`src/rtl/spi_txn_sequencer.sv`:
```
// ---------------------------------------------------------------------------
// spi_txn_sequencer
//   Command-driven front end for the SPI master / 3-slave top. Byte-transfer
//   commands (target slave + byte) are queued in a small FIFO. For each one
//   the sequencer pulses the master's load, drives the one-hot slave select
//   and data_in, waits out the transfer, captures data_out_master and hands
//   the received byte back on a valid/ready response port.
//
// Ports
//   clk, rst          : single clock, synchronous active-high reset
//   cmd_valid/ready   : command handshake (ready = FIFO not full)
//   cmd_slave         : 0..2 -> s0..s2, 3 -> invalid (error response only)
//   cmd_data          : byte to transmit
//   rsp_valid/ready   : response handshake
//   rsp_data          : received byte (0 for an invalid command)
//   rsp_slave/rsp_err : echoed slave id / invalid-id flag
//   load, s0..s2      : master load and one-hot slave select
//   data_in           : byte presented to the master
//   data_out_master   : byte shifted in by the master
//   busy              : sequencer not idle
//   fifo_count        : commands currently queued
// ---------------------------------------------------------------------------
module spi_txn_sequencer #(
   parameter int N           = 8,
   parameter int FIFO_DEPTH  = 4,
   parameter int LOAD_CYCLES = 3,
   parameter int XFER_CYCLES = 20
) (
   input  logic                          clk,
   input  logic                          rst,
   input  logic                          cmd_valid,
   output logic                          cmd_ready,
   input  logic [1:0]                    cmd_slave,
   input  logic [N-1:0]                  cmd_data,
   output logic                          rsp_valid,
   input  logic                          rsp_ready,
   output logic [N-1:0]                  rsp_data,
   output logic [1:0]                    rsp_slave,
   output logic                          rsp_err,
   output logic                          load,
   output logic                          s0,
   output logic                          s1,
   output logic                          s2,
   output logic [N-1:0]                  data_in,
   input  logic [N-1:0]                  data_out_master,
   output logic                          busy,
   output logic [$clog2(FIFO_DEPTH):0]   fifo_count
);

   localparam int AW = $clog2(FIFO_DEPTH);
   localparam int CW = $clog2(LOAD_CYCLES + XFER_CYCLES + 1);

   typedef struct packed {
      logic [1:0]   slave;
      logic [N-1:0] data;
   } cmd_t;

   typedef enum logic [2:0] {
      IDLE    = 3'd0,
      LOAD    = 3'd1,
      SHIFT   = 3'd2,
      CAPTURE = 3'd3,
      RESP    = 3'd4
   } state_t;

   // ------------------------------------------------------------------
   // Command FIFO. Depth is a power of two, so the pointers wrap on their
   // own; the count carries the extra bit that tells full from empty.
   // ------------------------------------------------------------------
   cmd_t          fifo_mem [FIFO_DEPTH];
   logic [AW-1:0] wr_ptr;
   logic [AW-1:0] rd_ptr;
   cmd_t          head;
   logic          push;
   logic          pop;

   state_t        state;
   state_t        state_n;
   logic [CW-1:0] cnt;
   logic [CW-1:0] cnt_n;
   cmd_t          cur;
   cmd_t          cur_n;
   logic          sel_on;

   // Full means no push at all, even when a pop happens this cycle.
   assign cmd_ready = (fifo_count < (AW+1)'(FIFO_DEPTH));
   assign push      = cmd_valid && cmd_ready;
   assign pop       = (state == IDLE) && (fifo_count != '0);
   assign head      = fifo_mem[rd_ptr];

   always_ff @(posedge clk) begin
      if (push)
         fifo_mem[wr_ptr] <= '{slave: cmd_slave, data: cmd_data};
   end

   always_ff @(posedge clk) begin
      if (rst) begin
         wr_ptr     <= '0;
         rd_ptr     <= '0;
         fifo_count <= '0;
      end else begin
         if (push) wr_ptr <= wr_ptr + AW'(1);
         if (pop)  rd_ptr <= rd_ptr + AW'(1);
         case ({push, pop})
            2'b10:   fifo_count <= fifo_count + (AW+1)'(1);
            2'b01:   fifo_count <= fifo_count - (AW+1)'(1);
            default: fifo_count <= fifo_count;
         endcase
      end
   end

   // ------------------------------------------------------------------
   // Sequencer FSM
   // ------------------------------------------------------------------
   always_ff @(posedge clk) begin
      if (rst) begin
         state <= IDLE;
         cnt   <= '0;
         cur   <= '0;
      end else begin
         state <= state_n;
         cnt   <= cnt_n;
         cur   <= cur_n;
      end
   end

   always_comb begin
      state_n = state;
      cnt_n   = cnt;
      cur_n   = pop ? head : cur;
      case (state)
         IDLE: begin
            cnt_n = '0;
            if (pop)
               state_n = (head.slave == 2'd3) ? RESP : LOAD;
         end
         LOAD: begin
            if (cnt == CW'(LOAD_CYCLES - 1)) begin
               state_n = SHIFT;
               cnt_n   = '0;
            end else begin
               cnt_n = cnt + CW'(1);
            end
         end
         SHIFT: begin
            if (cnt == CW'(XFER_CYCLES - 1)) begin
               state_n = CAPTURE;
               cnt_n   = '0;
            end else begin
               cnt_n = cnt + CW'(1);
            end
         end
         CAPTURE: state_n = RESP;
         RESP: begin
            // rsp_valid is always high in RESP, so ready alone is the handshake
            if (rsp_ready) state_n = IDLE;
         end
         default: state_n = IDLE;
      endcase
      // Select/data stay up through CAPTURE so the master still drives the
      // captured byte; they drop as RESP is entered.
      sel_on = (state_n == LOAD) || (state_n == SHIFT) || (state_n == CAPTURE);
   end

   // ------------------------------------------------------------------
   // Registered outputs, computed from the next state so they line up
   // with the state they describe.
   // ------------------------------------------------------------------
   always_ff @(posedge clk) begin
      if (rst) begin
         load      <= 1'b0;
         s0        <= 1'b0;
         s1        <= 1'b0;
         s2        <= 1'b0;
         data_in   <= '0;
         busy      <= 1'b0;
         rsp_valid <= 1'b0;
         rsp_data  <= '0;
         rsp_slave <= '0;
         rsp_err   <= 1'b0;
      end else begin
         load      <= (state_n == LOAD);
         s0        <= sel_on && (cur_n.slave == 2'd0);
         s1        <= sel_on && (cur_n.slave == 2'd1);
         s2        <= sel_on && (cur_n.slave == 2'd2);
         data_in   <= sel_on ? cur_n.data : '0;
         busy      <= (state_n != IDLE);
         rsp_valid <= (state_n == RESP);
         if (state == CAPTURE) begin
            rsp_data  <= data_out_master;
            rsp_slave <= cur.slave;
            rsp_err   <= 1'b0;
         end else if (pop && head.slave == 2'd3) begin
            rsp_data  <= '0;
            rsp_slave <= 2'd3;
            rsp_err   <= 1'b1;
         end
      end
   end

endmodule

```
`config.mk`:
```
export PLATFORM = sky130hd
export DESIGN_NAME = spi_txn_sequencer
export DESIGN_NICKNAME = d
export VERILOG_FILES = /design/src/rtl/spi_txn_sequencer.sv
export SDC_FILE = /design/constraint.sdc
export NUM_CORES = 1
export LEC_CHECK = 0
export CAP_MARGIN = 20
export CORE_ASPECT_RATIO = 1.25
export CORE_MARGIN = 2
export CORE_UTILIZATION = 23
export CTS_BUF_LIST = sky130_fd_sc_hd__clkbuf_16
export CTS_CLUSTER_SIZE = 16
export DETAILED_ROUTE_END_ITERATION = 10
export GPL_ROUTABILITY_DRIVEN = 0
export PLACE_DENSITY = 0.42
export SLEW_MARGIN = 20
export SYNTH_ARGS = -nofsm -noshare
export SYNTH_HDL_FRONTEND = slang
export SYNTH_SLANG_ARGS = --single-unit
```
`constraint.sdc`:
```
create_clock -name clk -period 3.6 [get_ports clk]
set_input_delay 0.36 -clock clk [delete_from_list [all_inputs] [get_ports clk]]
set_output_delay 0.36 -clock clk [all_outputs]
set_load 0.1 [all_outputs]
```
==> impl_metrics.sql <==
INSERT INTO impl_metrics (metric_group, metric, value, unit) VALUES
('setup_path', 'crit_path_start_kind', 'flip-flop', ''),
('place', 'placed_area', '4290', 'µm²'),
('setup_path', 'largest_stage_delay_on_the_critical_path', '0.60', 'ns'),
('route', 'detailroute.wirelength.met3', '308', 'µm'),
('global_route', 'grt_first_pass_wirelength', '12.0', 'mm'),
('route', 'm1WireLength', '3.27', 'mm'),
('cells_and_area', 'num-nets-final', '358', ''),
('floorplanning', 'die_w', '116', 'µm'),
('floorplanning', 'initial_core_util', '23.3', '%'),
('cts', 'cts.reportedPaths.clkPinSlew', '0.07', 'ns'),
('timing', 'totalNegativeSetupSlack', '0', 'ns'),
('synthesis', 'synth_enable_flop_cells', '40', ''),
('min_path', 'hold_path_class', 'flip-flop to flip-flop', ''),
('cells_and_area', 'area.growth.synth_to_final', '29.0', '%'),
('power_and_ir_drop', 'total_leakage_power', '1.59', 'nW'),
('synthesis', 'avgSynthCellArea', '12.8', 'µm²'),
('cts', 'clock_path_buffers', '2', ''),
('route', 'routed-wl-met2', '3.72', 'mm'),
('synthesis', 'synthesis.area', '3580', 'µm²'),
('timing', 'grt_setup_unrepaired', 'false', ''),
('power_and_ir_drop', 'power.density', '843', 'nW/µm²'),
('synthesis', 'commonest_cells_in_the_netlist', '52 x sky130_fd_sc_hd__dfxtp_1, 40 x sky130_fd_sc_hd__edfxtp_1, 23 x sky130_fd_sc_hd__nor2_1', ''),
('setup_path', 'path_class', 'flip-flop to flip-flop', ''),
('setup_path', 'end_kind', 'flip-flop', ''),
('floorplanning', 'row_count', '51', ''),
('timing', 'max_slew.worst_pin.slew', '1.01', 'ns'),
('power_and_ir_drop', 'power_switching_share', '39.5', '%'),
('setup_path', 'critical_path_required', '3.87', 'ns'),
('floorplanning', 'die_h', '143', 'µm'),
('setup_path', 'cp_data_arrival_time', '2.98', 'ns'),
('setup_path', 'crit-reg2reg-launch', 'state[2]', ''),
('cells_and_area', 'finalInstanceArea', '4620', 'µm²'),
('global_route', 'grt_start_max_net_pins', '28', ''),
('timing', 'timing.final.max_slew_violations', '0', ''),
('setup_path', 'timing.critical_path.max_delay_family', 'simple AND/OR/NAND/NOR gates', ''),
('outcome', 'outcome', 'completed', ''),
('power_and_ir_drop', 'switchingPower', '1.54', 'mW'),
('timing', 'period_minus_slack', '2.71', 'ns'),
('setup_path', 'cpMostUsedCell', 'sky130_fd_sc_hd__or3_1', ''),
('cells_and_area', 'nFillCells', '1580', ''),
('cts', 'numClockSinks', '92', ''),
('cells_and_area', 'seqCellArea', '2240', 'µm²'),
('global_route', 'globalRouteOverflowTotal', '0', ''),
('route', 'post-route-drc-count', '0', ''),
('timing', 'hold_viol_final', '0', ''),
('power_and_ir_drop', 'share_comb_of_total_power', '36.8', '%'),
('route', 'drt_pass1_iterations', '4', ''),
('synthesis', 'postSynthRegisterBits', '92', ''),
('global_route', 'track_usage', '9.72', '%'),
('synthesis', 'synth_top_cell_area_share', '33.6', '%'),
('route', 'totalWireLength', '7.45', 'mm'),
('place', 'numPlacedInstances', '529', ''),
('timing', 'clock_skew', '0.00896', 'ns'),
('route', 'wl_per_cell', '13.7', 'µm'),
('cts', 'worstSkewPairLatency', '0.35', 'ns'),
('cts', 'cts.hold.buffers_added', '0', ''),
('synthesis', 'synth.most_common_cell', 'sky130_fd_sc_hd__dfxtp_1', ''),
('place', 'port_buffers', '50', ''),
('cells_and_area', 'area_taken_by_multi_input_logic_gates', '1220', 'µm²'),
('synthesis', 'synthesis.instances', '279', ''),
('setup_path', 'timing.critical_path.fanout_max', '18', ''),
('global_route', 'first_global_vias', '2281', ''),
('synthesis', 'ys_dominant_reg_cell', 'sky130_fd_sc_hd__dfxtp_1', ''),
('route', 'top_metal_layer_carrying_routed_signals', 'met4', ''),
('cts', 'clock-root-buffer', 'sky130_fd_sc_hd__clkbuf_16', ''),
('global_route', 'antenna_violations_before_repair', '0', ''),
('cts', 'number_of_instances_resized_during_post_cts_repair', '0', ''),
('synthesis', 'synth.net_count', '309', ''),
('route', 'route.vias.total', '2286', ''),
('min_path', 'worst_hold_startpoint', 'rsp_data[2]', ''),
('timing', 'fin_crit_sh', '75.3', '%');
[layout by cell type, fill, tap and decap left out, types with 2 or more instances in the layout]
master                            Yosys  routed
sky130_fd_sc_hd__a21oi_1             21      21
sky130_fd_sc_hd__xor2_1               4       4
sky130_fd_sc_hd__mux4_1               8       8
sky130_fd_sc_hd__mux4_2               2       2
sky130_fd_sc_hd__a22o_2               2       2
sky130_fd_sc_hd__xnor2_1              3       3
sky130_fd_sc_hd__and2_1               4       4
sky130_fd_sc_hd__bufinv_16            0       2
sky130_fd_sc_hd__mux2i_1              2       2
sky130_fd_sc_hd__inv_1                9       9
sky130_fd_sc_hd__nand2b_1             4       4
sky130_fd_sc_hd__nor4_1               2       2
sky130_fd_sc_hd__o21ai_0             10      10
sky130_fd_sc_hd__inv_6                0       3
sky130_fd_sc_hd__nor2b_1             12      12
sky130_fd_sc_hd__nor2_1              23      23
sky130_fd_sc_hd__clkbuf_16            0       9
sky130_fd_sc_hd__or3_1                5       5
sky130_fd_sc_hd__nand2_1              6       6
sky130_fd_sc_hd__buf_4                0       4
sky130_fd_sc_hd__or2_2                2       2
sky130_fd_sc_hd__nand3_1             11      11
sky130_fd_sc_hd__a22o_1               6       6
sky130_fd_sc_hd__dfxtp_1             52      52
sky130_fd_sc_hd__ha_1                 7       7
sky130_fd_sc_hd__nor3_1              11      11
sky130_fd_sc_hd__edfxtp_1            40      40
sky130_fd_sc_hd__clkdlybuf4s50_1      0      49
sky130_fd_sc_hd__o31a_1               2       2
[state kept, by name, summed over array words and instances, names as in the netlist, named ones only]
register,cells
wr_ptr,2
rsp_valid,1
cnt,5
s2,1
state,3
rsp_slave,2
fifo_mem,40
cur,10
s0,1
data_in,8
rsp_data,8
s1,1
load,1
busy,1
fifo_count,3
rsp_err,1
rd_ptr,2
[power by group through the flow]
stage / Combinational (mW) / Sequential, mW / Clock (mW)
final: 1.43 / 1.42 / 1.05
after global routing: 1.55 / 1.44 / 1.13
after CTS: 1.46 / 1.42 / 1.09
after detailed placement: 1.45 / 1.45 / 0
after global placement: 1.44 / 1.44 / 0
after floorplan: 0.662 / 1.85 / 0
[path summary, 6_finish.rpt]
kind,end,slack [ns],cells past startpoint
worst max register to register,fifo_count[2],0.89,9
worst max-delay path,fifo_count[2],0.89,9
worst min-delay path,rsp_data[2],0.48,1
worst min register to register,rsp_data[2],0.48,1
[per-layer routing]
layer | up-vias | GRT usage, %
met4 | 0 | 4.76
met3 | 9 | 2.91
met2 | 47 | 16.0
li1 | 1117 | -
met1 | 1113 | 11.5
met5 | - | 0
[cell families (layout without fill, tap and decap cells)]
family	after synthesis	in the layout	share of synthesized area, %
and+or+nand+nor	85	85	12.8
adders and majority gates	8	8	3.01
DFF	92	92	62.6
buffers and inverters	25	79	3.25
xor gates and xnor gates	7	7	1.71
AOI/OAI and AO/OA	49	49	8.63
muxes	13	13	8.00
[worst register-to-register path, stage by stage (launching register included)]
cell,delay [ns]
sky130_fd_sc_hd__dfxtp_1,0.49
sky130_fd_sc_hd__or3_1,0.61
sky130_fd_sc_hd__nor2_1,0.15
sky130_fd_sc_hd__buf_4,0.17
sky130_fd_sc_hd__ha_1,0.19
sky130_fd_sc_hd__inv_1,0.06
sky130_fd_sc_hd__fa_1,0.37
sky130_fd_sc_hd__xor2_1,0.16
sky130_fd_sc_hd__or3_1,0.30
sky130_fd_sc_hd__a21oi_1,0.14
[through the flow]
step / util (%) / hold WS, ns / total power, mW / setup WS, ns
6_report: 30.0 / 0.476 / 3.89 / 0.888
5_1_grt: 30.0 / 0.503 / 4.13 / 0.726
4_1_cts: 30.1 / 0.484 / 3.97 / 0.867
3_5_place_dp: 27.9 / 0.464 / 2.90 / 0.894
3_3_place_gp: 27.9 / 0.461 / 2.88 / 0.979
2_1_floorplan: - / 0.451 / 2.52 / 0.782
[cell type report]
cell class	count	area share, %
well taps	212	5.74
multi-input cells	162	26.4
clock inverters	7	2.28
flip-flops and latches	92	48.6
inverters	9	0.732
clock buffers	9	4.88
repair buffers	54	11.4
Note: power is estimated with default switching activity, not from simulation.
